File: config.mk
export PLATFORM = sky130hd
export DESIGN_NAME = uvmc_pkt_xbar
export DESIGN_NICKNAME = d
export VERILOG_FILES = /design/src/rtl/uvmc_xbar_pkg.sv /design/src/rtl/uvmc_xbar_fifo.sv /design/src/rtl/uvmc_pkt_xbar.sv
export SDC_FILE = /design/constraint.sdc
export NUM_CORES = 1
export LEC_CHECK = 0
export CAP_MARGIN = 25
export CORE_AREA = 2 2 179 181
export CTS_BUF_LIST = sky130_fd_sc_hd__clkbuf_4
export DETAILED_ROUTE_END_ITERATION = 10
export DIE_AREA = 0 0 181 183
export MAX_ROUTING_LAYER = met4
export PLACE_DENSITY = 0.69
export RECOVER_POWER = 100
export SLEW_MARGIN = 20
export SYNTH_ARGS = -nofsm -noshare
export SYNTH_HDL_FRONTEND = slang
export SYNTH_SLANG_ARGS = --single-unit
export TNS_END_PERCENT = 10
File: constraint.sdc
create_clock -name clk -period 3.1 [get_ports clk]
set_input_delay 0.62 -clock clk [delete_from_list [all_inputs] [get_ports clk]]
set_output_delay 0.62 -clock clk [all_outputs]
set_load 0.02 [all_outputs]
File: src/rtl/uvmc_xbar_pkg.sv
// uvmc_xbar_pkg
// Shared helpers for the packet crossbar: index/level width functions,
// default-configuration width constants and the round-robin picker used by
// the per-consumer arbiters.
package uvmc_xbar_pkg;

  // Widest producer count the round-robin picker handles.
  localparam int MAX_PROD = 32;

  // Index width for n channels; a single channel still gets one bit.
  function automatic int idx_w(input int n);
    return (n > 1) ? $clog2(n) : 1;
  endfunction

  // Occupancy width for a FIFO holding 0..depth entries.
  function automatic int lvl_w(input int depth);
    return $clog2(depth + 1);
  endfunction

  // Widths for the default 2x2, depth-4 configuration.
  localparam int PROD_IW = 1;
  localparam int CONS_IW = 1;
  localparam int LVL_W   = 3;

  // One-hot grant: first set bit of req scanning upward from ptr,
  // wrapping modulo n.
  function automatic logic [MAX_PROD-1:0] rr_pick(
    input logic [MAX_PROD-1:0] req,
    input int                  ptr,
    input int                  n
  );
    logic [MAX_PROD-1:0] g;
    logic                found;
    int                  idx;
    g     = '0;
    found = 1'b0;
    for (int i = 0; i < MAX_PROD; i++) begin
      if (i < n) begin
        idx = ptr + i;
        if (idx >= n) idx = idx - n;
        if (!found && req[idx[4:0]]) begin
          g[idx[4:0]] = 1'b1;
          found       = 1'b1;
        end
      end
    end
    return g;
  endfunction

endpackage

File: src/rtl/uvmc_xbar_fifo.sv
// uvmc_xbar_fifo
// Per-consumer synchronous FIFO, no empty bypass (push visible next cycle).
// Ports:
//   clk, rst         clock, synchronous active-high reset
//   push, push_data  write strobe and beat; caller guarantees space
//   pop              consumer ready; ignored while empty
//   valid, data      head valid and head beat (held while not popped)
//   level            occupancy 0..DEPTH
module uvmc_xbar_fifo
  import uvmc_xbar_pkg::*;
#(
  parameter int DATA_W = 32,
  parameter int DEPTH  = 4
) (
  input  logic                     clk,
  input  logic                     rst,
  input  logic                     push,
  input  logic [DATA_W-1:0]        push_data,
  input  logic                     pop,
  output logic                     valid,
  output logic [DATA_W-1:0]        data,
  output logic [lvl_w(DEPTH)-1:0]  level
);

  localparam int AW = idx_w(DEPTH);
  localparam int LW = lvl_w(DEPTH);

  logic [DATA_W-1:0] mem [DEPTH];
  logic [AW-1:0]     rd_q;
  logic [AW-1:0]     wr_q;
  logic [LW-1:0]     lvl_q;
  logic              do_pop;

  assign do_pop = pop && (lvl_q != '0);

  // DEPTH is a power of two, so the pointers wrap naturally.
  // Storage is cleared on reset so the head reads 0 while empty.
  always_ff @(posedge clk) begin
    if (rst) begin
      for (int i = 0; i < DEPTH; i++) mem[i] <= '0;
      rd_q  <= '0;
      wr_q  <= '0;
      lvl_q <= '0;
    end else begin
      if (push) begin
        mem[wr_q] <= push_data;
        wr_q      <= wr_q + AW'(1);
      end
      if (do_pop) rd_q <= rd_q + AW'(1);
      if (push && !do_pop)      lvl_q <= lvl_q + LW'(1);
      else if (!push && do_pop) lvl_q <= lvl_q - LW'(1);
    end
  end

  assign valid = (lvl_q != '0);
  assign data  = mem[rd_q];
  assign level = lvl_q;

endmodule

File: src/rtl/uvmc_pkt_xbar.sv
// uvmc_pkt_xbar
// N_PROD x N_CONS packet crossbar with a runtime binding table, a
// round-robin arbiter per consumer and a FIFO per consumer.
// Ports:
//   clk, rst                          clock, synchronous active-high reset
//   cfg_we/cfg_prod/cfg_cons/cfg_en   binding-table write (next-cycle effect)
//   in_valid/in_ready/in_data         producer beats, DATA_W slice per producer
//   out_valid/out_ready/out_data      consumer FIFO heads, DATA_W slice each
//   out_level                         per-consumer occupancy
//   unbound_err                       sticky: valid seen on an unbound producer
module uvmc_pkt_xbar
  import uvmc_xbar_pkg::*;
#(
  parameter int N_PROD = 2,
  parameter int N_CONS = 2,
  parameter int DATA_W = 32,
  parameter int DEPTH  = 4
) (
  input  logic                             clk,
  input  logic                             rst,
  input  logic                             cfg_we,
  input  logic [idx_w(N_PROD)-1:0]         cfg_prod,
  input  logic [idx_w(N_CONS)-1:0]         cfg_cons,
  input  logic                             cfg_en,
  input  logic [N_PROD-1:0]                in_valid,
  output logic [N_PROD-1:0]                in_ready,
  input  logic [N_PROD*DATA_W-1:0]         in_data,
  output logic [N_CONS-1:0]                out_valid,
  input  logic [N_CONS-1:0]                out_ready,
  output logic [N_CONS*DATA_W-1:0]         out_data,
  output logic [N_CONS*lvl_w(DEPTH)-1:0]   out_level,
  output logic                             unbound_err
);

  localparam int P_IW = idx_w(N_PROD);
  localparam int C_IW = idx_w(N_CONS);
  localparam int L_W  = lvl_w(DEPTH);

  logic [N_PROD-1:0]   bound_q;
  logic [C_IW-1:0]     dest_q    [N_PROD];
  logic [P_IW-1:0]     ptr_q     [N_CONS];
  logic                err_q;

  logic                cfg_ok;
  logic [N_PROD-1:0]   blocked;
  logic [MAX_PROD-1:0] req       [N_CONS];
  logic [MAX_PROD-1:0] grant     [N_CONS];
  logic [N_CONS-1:0]   space;
  logic [N_CONS-1:0]   push;
  logic [DATA_W-1:0]   push_data [N_CONS];
  logic [P_IW-1:0]     next_ptr  [N_CONS];

  assign cfg_ok = cfg_we && (int'(cfg_prod) < N_PROD) && (int'(cfg_cons) < N_CONS);

  always_ff @(posedge clk) begin
    if (rst) begin
      bound_q <= '0;
      for (int p = 0; p < N_PROD; p++) dest_q[p] <= '0;
      for (int c = 0; c < N_CONS; c++) ptr_q[c] <= '0;
      err_q   <= 1'b0;
    end else begin
      if (cfg_ok) begin
        bound_q[cfg_prod] <= cfg_en;
        dest_q[cfg_prod]  <= cfg_cons;
      end
      if (|(in_valid & ~bound_q)) err_q <= 1'b1;
      // Priority only moves when a beat actually transfers.
      for (int c = 0; c < N_CONS; c++)
        if (push[c]) ptr_q[c] <= next_ptr[c];
    end
  end

  always_comb begin
    blocked = '0;
    for (int p = 0; p < N_PROD; p++)
      blocked[p] = cfg_we && (int'(cfg_prod) == p);
  end

  // A producer in its own config-write cycle drops out of arbitration, so the
  // grant can go to another requester instead of being wasted.
  always_comb begin
    for (int c = 0; c < N_CONS; c++) begin
      req[c]       = '0;
      next_ptr[c]  = '0;
      push_data[c] = '0;
      for (int p = 0; p < N_PROD; p++)
        if (in_valid[p] && bound_q[p] && (int'(dest_q[p]) == c) && !blocked[p])
          req[c][p] = 1'b1;
      grant[c] = rr_pick(req[c], int'(ptr_q[c]), N_PROD);
      // Push into a full FIFO is legal when the head leaves this cycle.
      space[c] = (int'(out_level[c*L_W +: L_W]) < DEPTH) ||
                 ((int'(out_level[c*L_W +: L_W]) == DEPTH) && out_valid[c] && out_ready[c]);
      push[c]  = (|grant[c]) && space[c];
      for (int p = 0; p < N_PROD; p++)
        if (grant[c][p]) begin
          push_data[c] = in_data[p*DATA_W +: DATA_W];
          next_ptr[c]  = (p == N_PROD - 1) ? '0 : P_IW'(p + 1);
        end
    end
  end

  always_comb begin
    in_ready = '0;
    for (int p = 0; p < N_PROD; p++)
      for (int c = 0; c < N_CONS; c++)
        if (grant[c][p] && space[c]) in_ready[p] = 1'b1;
  end

  assign unbound_err = err_q;

  for (genvar c = 0; c < N_CONS; c++) begin : g_cons
    uvmc_xbar_fifo #(
      .DATA_W (DATA_W),
      .DEPTH  (DEPTH)
    ) u_fifo (
      .clk       (clk),
      .rst       (rst),
      .push      (push[c]),
      .push_data (push_data[c]),
      .pop       (out_ready[c]),
      .valid     (out_valid[c]),
      .data      (out_data[c*DATA_W +: DATA_W]),
      .level     (out_level[c*L_W +: L_W])
    );
  end

endmodule

=== After elaboration in Yosys (flattened, before gate mapping) ===
Memory sizes are Yosys's and may differ from the RTL's. A register that Yosys moved wholly into a read port is not among the register bits.
Index checks and enable logic that the tools add are counted.

* Output and inout port bits: 75
* Input port bits: 74
* Memories: 4
* Memory bits (writable): 260
* Flip-flop bits (word level): 17
* Word-level logic and storage cells: 183

{| class="wikitable"
|+ Memories
! name !! depth !! width !! rd ports !! clocked after Yosys merged registers in !! wr ports !! RTL line !! text
|-
| g_cons[0].u_fifo.mem || 4 || 32 || 1 || 1 || 4 || uvmc_xbar_fifo.sv:28 || <nowiki>logic [DATA_W-1:0] mem [DEPTH];</nowiki>
|-
| g_cons[1].u_fifo.mem || 4 || 32 || 1 || 1 || 4 || uvmc_xbar_fifo.sv:28 ||
|-
| dest_q || 2 || 1 || 2 || 0 || 2 || uvmc_pkt_xbar.sv:40 || <nowiki>logic [C_IW-1:0] dest_q [N_PROD];</nowiki>
|-
| ptr_q || 2 || 1 || 2 || 0 || 2 || uvmc_pkt_xbar.sv:41 || <nowiki>logic [P_IW-1:0] ptr_q [N_CONS];</nowiki>
|}

* Equal/unequal tests: 2
* Magnitude comparators: 16
* Bitwise operators: 9
* Muxes and demuxes: 75
* Reductions and logical operators: 55
* $add $sub $neg: 14

{| class="wikitable"
|+ Operator list
! kind !! number
|-
| 2-to-1 mux 32 bit || 10
|-
| OR reduction 32 bit || 4
|-
| OR 32 bit || 2
|-
| 2-to-1 mux 1 bit || 41
|-
| logical AND 1 bit || 35
|-
| less-than comparator 5 x 6 -> 1 bit (second input constant) || 4
|-
| binary-select mux 1 bit (select 5 bit) || 4
|-
| demux 1 bit (select 5 bit) || 4
|-
| greater-or-equal comparator 5 x 1 -> 1 bit (second input constant) || 4
|-
| 2-to-1 mux 5 bit || 4
|-
| 2-to-1 mux 2 bit || 6
|-
| 2-to-1 mux 3 bit || 4
|-
| adder 2 x 1 -> 2 bit (second input constant) || 4
|-
| zero test 1 bit || 8
|-
| adder 3 x 1 -> 3 bit (second input constant) || 2
|-
| == test 3 bit (second input constant) || 2
|-
| less-than comparator 3 bit (second input constant) || 2
|-
| nonzero test 3 bit || 2
|-
| subtractor 1 x 2 -> 3 bit (second input constant) || 2
|-
| subtractor 2 x 2 -> 3 bit (second input constant) || 2
|-
| subtractor 3 x 1 -> 3 bit (second input constant) || 2
|-
| adder 1 x 1 -> 2 bit (second input constant) || 2
|-
| greater-or-equal comparator 1 x 2 -> 1 bit (second input constant) || 2
|-
| greater-or-equal comparator 2 bit (second input constant) || 2
|-
| other kinds (12) || 17
|}

=== Logic depth before layout (Yosys ltp) ===
* Depth after elaboration: 18
* Depth in mapped cells: 10
* Mapped depth without buffers: 9

=== Hierarchy ===
A second synthesis with hierarchy kept.

* Cells, all modules: 861
* Area total of the unflattened synthesis: 13,013.7 µm²

{| class="wikitable"
|+ Modules (own cells, without submodules)
! module !! area an instance (µm²) !! cells each !! instances
|-
| uvmc_xbar_fifo at g_cons[1].u_fifo || 5,994.5 || 349 || 1
|-
| uvmc_xbar_fifo at g_cons[0].u_fifo || 5,774.3 || 384 || 1
|-
| uvmc_pkt_xbar || 1,244.9 || 128 || 1
|}

=== Worst setup path before layout ===
No wires, ideal clock.

* Path type: input port to flip-flop
* Start point: input port cfg_we
* End point: register g_cons[0].u_fifo.lvl_q[2]
* Data arrival time: 2.674 ns
* Required time: 3.029 ns
* Stages: 10
* Slack: 0.356 ns
* Setup time: 0.071 ns
* Buffers on the path: 1
* Cells stage by stage: nor2b_1 > buf_2 > or3_1 > a21oi_2 > ha_1 > inv_1 > fa_1 > xor2_1 > or3_1 > a21oi_1

* Cells in the longest elaborated chain, start to end: 15
* Elaborated cells on any way between the ends: 25
* Those cells by class: 10 x mux; 1 x bitwise; 14 x reduce/logical

{| class="wikitable"
|+ RTL lines
! item !! RTL line !! text
|-
| from (decl) || uvmc_pkt_xbar.sv:21 || <nowiki>input logic cfg_we,</nowiki>
|-
| logical AND 1 bit || uvmc_pkt_xbar.sv:76 || <nowiki>blocked[p] = cfg_we && (int'(cfg_prod) == p);</nowiki>
|-
| zero test 1 bit || uvmc_pkt_xbar.sv:87 || <nowiki>if (in_valid[p] && bound_q[p] && (int'(dest_q[p]) == c) && !blocked[p])</nowiki>
|-
| logical AND 1 bit || uvmc_pkt_xbar.sv:87 ||
|-
| 2-to-1 mux 1 bit || uvmc_pkt_xbar.sv:87 ||
|-
| binary-select mux 1 bit (select 5 bit) || uvmc_xbar_pkg.sv:41 || <nowiki>if (!found && req[idx[4:0]]) begin</nowiki>
|-
| 2-to-1 mux 1 bit (not written as such) || uvmc_xbar_pkg.sv:41 ||
|-
| 2-to-1 mux 1 bit || uvmc_xbar_pkg.sv:41 ||
|-
| zero test 1 bit || uvmc_xbar_pkg.sv:41 ||
|-
| logical AND 1 bit || uvmc_xbar_pkg.sv:41 ||
|-
| 2-to-1 mux 32 bit * || uvmc_xbar_pkg.sv:41 ||
|-
| OR reduction 32 bit * || uvmc_pkt_xbar.sv:93 || <nowiki>push[c] = (|grant[c]) && space[c];</nowiki>
|-
| logical AND 1 bit * || uvmc_pkt_xbar.sv:93 ||
|-
| via g_cons[0].u_fifo.push || uvmc_xbar_fifo.sv:17 || <nowiki>input logic push,</nowiki>
|-
| zero test 1 bit || uvmc_xbar_fifo.sv:51 || <nowiki>else if (!push && do_pop) lvl_q <= lvl_q - LW'(1);</nowiki>
|-
| logical AND 1 bit || uvmc_xbar_fifo.sv:51 ||
|-
| nonzero test 2 bit (no source line) || -- ||
|-
| to (signal assigned) || uvmc_xbar_fifo.sv:50 || <nowiki>if (push && !do_pop) lvl_q <= lvl_q + LW'(1);</nowiki>
|-
| to (signal assigned) || uvmc_xbar_fifo.sv:51 ||
|-
| to (decl) || uvmc_xbar_fifo.sv:31 || <nowiki>logic [LW-1:0] lvl_q;</nowiki>
|}

The timed path passes the listed nets; every way through them passes the cells marked *. The select of a mux whose other input is x is not followed.
A chain may end at the register's enable or synchronous reset.

==> impl_metrics.toml <==
[clock_tree]
post_cts_buffers = 0
clock_path_buffers = 3
number_of_buffers_added_to_fix_hold_violations_after_cts = 0
cts_resized = 32
cts.clk_slew.worst_paths_ns = 0.07
tritoncts = "yes"
cts_made_buffers = 73
cts_root_buf = "clkbuf_4"
worst_skew_pair.late_latency_ns = 0.69
numClockSinks = 281
h-tree-depth = 3

[run_status]
outcome = "complete, no violations"

[setup_path]
minimum_setup_slack_among_reg_to_reg_paths_ns = 0.27
timing.rr.start = "bound_q[1]"
setup.worst_path.end_class = "output port"
worst_reg2reg_path_length_in_cells = 6
rr_endpoint = "g_cons[0].u_fifo.mem[0][6]"
critPathArrivalTime_ns = 2.36
cp-start-kind = "flip-flop"
worstPathMaxFanout = 14
worstSetupPathType = "reg -> out"
critical_path_required_ns = 2.48

[routing]
initialDrtViolationCount = 886
wire_per_inst_um = 21.48
drtAntennaViolNets = 0
drt_drc_violations_left = 0
viasPerCell = 5.625
drt-total-wl_um = 35480
via_count = 9292
detail_route.first_pass.iterations = 6

[yosys]
asyncSetResetFlopFracSynth = 0
synth_top_flop_cell = "edfxtp_1"
post_synth.cell_area_avg_um2 = 14.23
synth_top_cell_by_area = "edfxtp_1"
cells_taking_the_most_area_after_synthesis = "edfxtp_1, mux4_2, nor2b_1"
post_synth_num_cell_types = 52
post_synth_instance_area_um2 = 13850
postSynthRegisterBits = 281
ys_seq_area_frac = 0.5942
edff_count_synth = 260
netlist_instances = 973
yosys.cell_count.top_type = "edfxtp_1"
synth.cells.most_frequent = "edfxtp_1, nor2_1, nor2b_1, mux4_2, clkbuf_1"
synth.area.mux_share = 0.1072
dominant_combinational_cell_family_by_area_after_synthesis = "simple AND/OR/NAND/NOR gates"
synth_top_area_share = 0.5638
synth_area_in_adders = 0.004699
ys_warn_count = 0
synth-compound-area-share = 0.09632
post_synth_and_or_nand_nor_area_fraction = 0.1507
synth_xor_xnor_area_share = 0.005060
postSynthNetCount = 1051

[global_routing]
largest_net_degree_at_the_start_of_global_routing = 33
track_usage = 0.2230
antenna_found_initial = 2
via_count_of_the_first_global_routing_pass = 9360
globalRoute.totalOverflow = 0
grt_pass1_wl_um = 54260

[sta]
finalHoldViolCount = 0
tightest_slew_ns = 1.222
period_needed_ns = 2.980
whs_ns = 0.4864
timing.final.crit_share = 0.9614
fin_setup_tns_ns = 0
relSlewSlack = 0.1852
finalClockSkew_ns = 0.04662
timing.final.max_slew_violations = 0
final_ws_setup_ns = 0.1195
fmaxAchievable_ghz = 0.3355
report.final.setup_viol = 0

[floorplanning]
chipHeight_um = 183
die_area_um2 = 33120
core-area_um2 = 31230
io_pins = 149
die_width_um = 181
start_util = 0.4434
placementRows = 65

[hold_path]
min-delay-start = "unbound_err"
timing.hold.worst_path_depth = 2
worst_hold_path.endpoint = "unbound_err"
worst_hold_path_type = "reg -> reg"

[placed_design]
rd_place_congestion = 0.9076
placement.cell_area_um2 = 16280
placed_cells_incl_taps = 1524
port_buffers = 148
place_worst_setup_slack_ns = -0.1695
dp.final_hpwl_um = 22950

[job]
max_cap_violations = 0

[layout]
fin_util = 0.5334
post_layout_nonfiller_instances = 1652
design.final.nets = 1275
drive_above_1_share = 0.2237
syn_to_final_growth_pct = 20.29
finish.instance_area_um2 = 16660

[power_and_ir_drop]
p_per_area_nw_per_um2 = 603.5
ir_worst_vdd_v = 0.0005246
leakagePower_nw = 5.499
overall_power_after_layout_mw = 10.05
## state kept, by name (all words and copies together) (netlist names), named ones only
name	flops
bound_q	2
dest_q	2
g_cons.u_fifo.level	6
g_cons.u_fifo.rd_q	4
g_cons.u_fifo.wr_q	4
ptr_q	2
unbound_err	1
g_cons.u_fifo.mem	256
## how the worst max path moves through the flow
stage	end	slack, ns	cells after the start
after global placement	in_ready[1]	-0.19	5
after global routing	out_data[9]	-0.02	3
after CTS	out_data[29]	-0.01	3
after floorplan	g_cons[0].u_fifo.level[2]	0.36	10
final	out_data[23]	0.12	3
after detailed placement	in_ready[0]	-0.17	6
## area by class of cell
class / count / area, um^2
diodes: 3 / 7.507
clock buffers: 101 / 758.2
clock inverters: 24 / 128.9
fillers: 2699 / 14570
inverters: 38 / 142.6
multi-input cells: 566 / 4910
flip-flops and latches: 281 / 8235
well taps: 402 / 503.0
repair buffers: 237 / 1972
## layer usage
metal	track usage	wire (um)	vias up	part of all wire
met1	0.2916	14480	4558	0.41
met2	0.3571	17510	476	0.49
met4	0.05398	523	0	0.015
met3	0.05083	2961	44	0.083
met5	-	0	-	0
li1	-	-	4214	-
## power breakdown
| part | switching, mW | leakage (nW) | internal [mW] |
|---|---|---|---|
| combinational | 1.31 | 2.12 | 1.17 |
| clock | 1.49 | 0.526 | 1.59 |
| sequential | 0.161 | 2.86 | 4.33 |
## worst max-delay path, cell delays in order, from the launching register on
cell and delay (ns):
dfxtp_4 0.45, buf_12 0.20, mux4_2 0.50, clkdlybuf4s50_1 0.56
## cells in the final DEF, fill, tap and decap left out, drive strengths merged, types with 4 or more instances in the layout
| master | synthesis | routed |
|---|---|---|
| a21oi | 10 | 10 |
| clkdlybuf4s50 | 0 | 83 |
| clkinv | 0 | 21 |
| edfxtp | 260 | 260 |
| inv | 38 | 39 |
| nand2b | 9 | 9 |
| or3 | 5 | 5 |
| dlygate4sd3 | 0 | 15 |
| a32oi | 32 | 32 |
| o211ai | 6 | 6 |
| o21ai | 6 | 6 |
| nand2 | 10 | 10 |
| buf | 43 | 49 |
| nor2 | 149 | 149 |
| o32ai | 33 | 33 |
| and2 | 4 | 4 |
| a21o | 6 | 6 |
| clkbuf | 45 | 161 |
| nor2b | 131 | 131 |
| xor2 | 8 | 8 |
| dlygate4sd2 | 0 | 27 |
| dfxtp | 21 | 21 |
| mux4 | 64 | 64 |
| nand4 | 33 | 33 |
| nor4 | 32 | 32 |
## logic make-up after synthesis
group	Yosys count
AOI/OAI and AO/OA	97
xor gates and xnor gates	8
adders and majority gates	4
buffers and inverters	126
DFF	281
muxes	68
and+or+nand+nor	389
No activity file was read; power rests on OpenSTA's default activity.
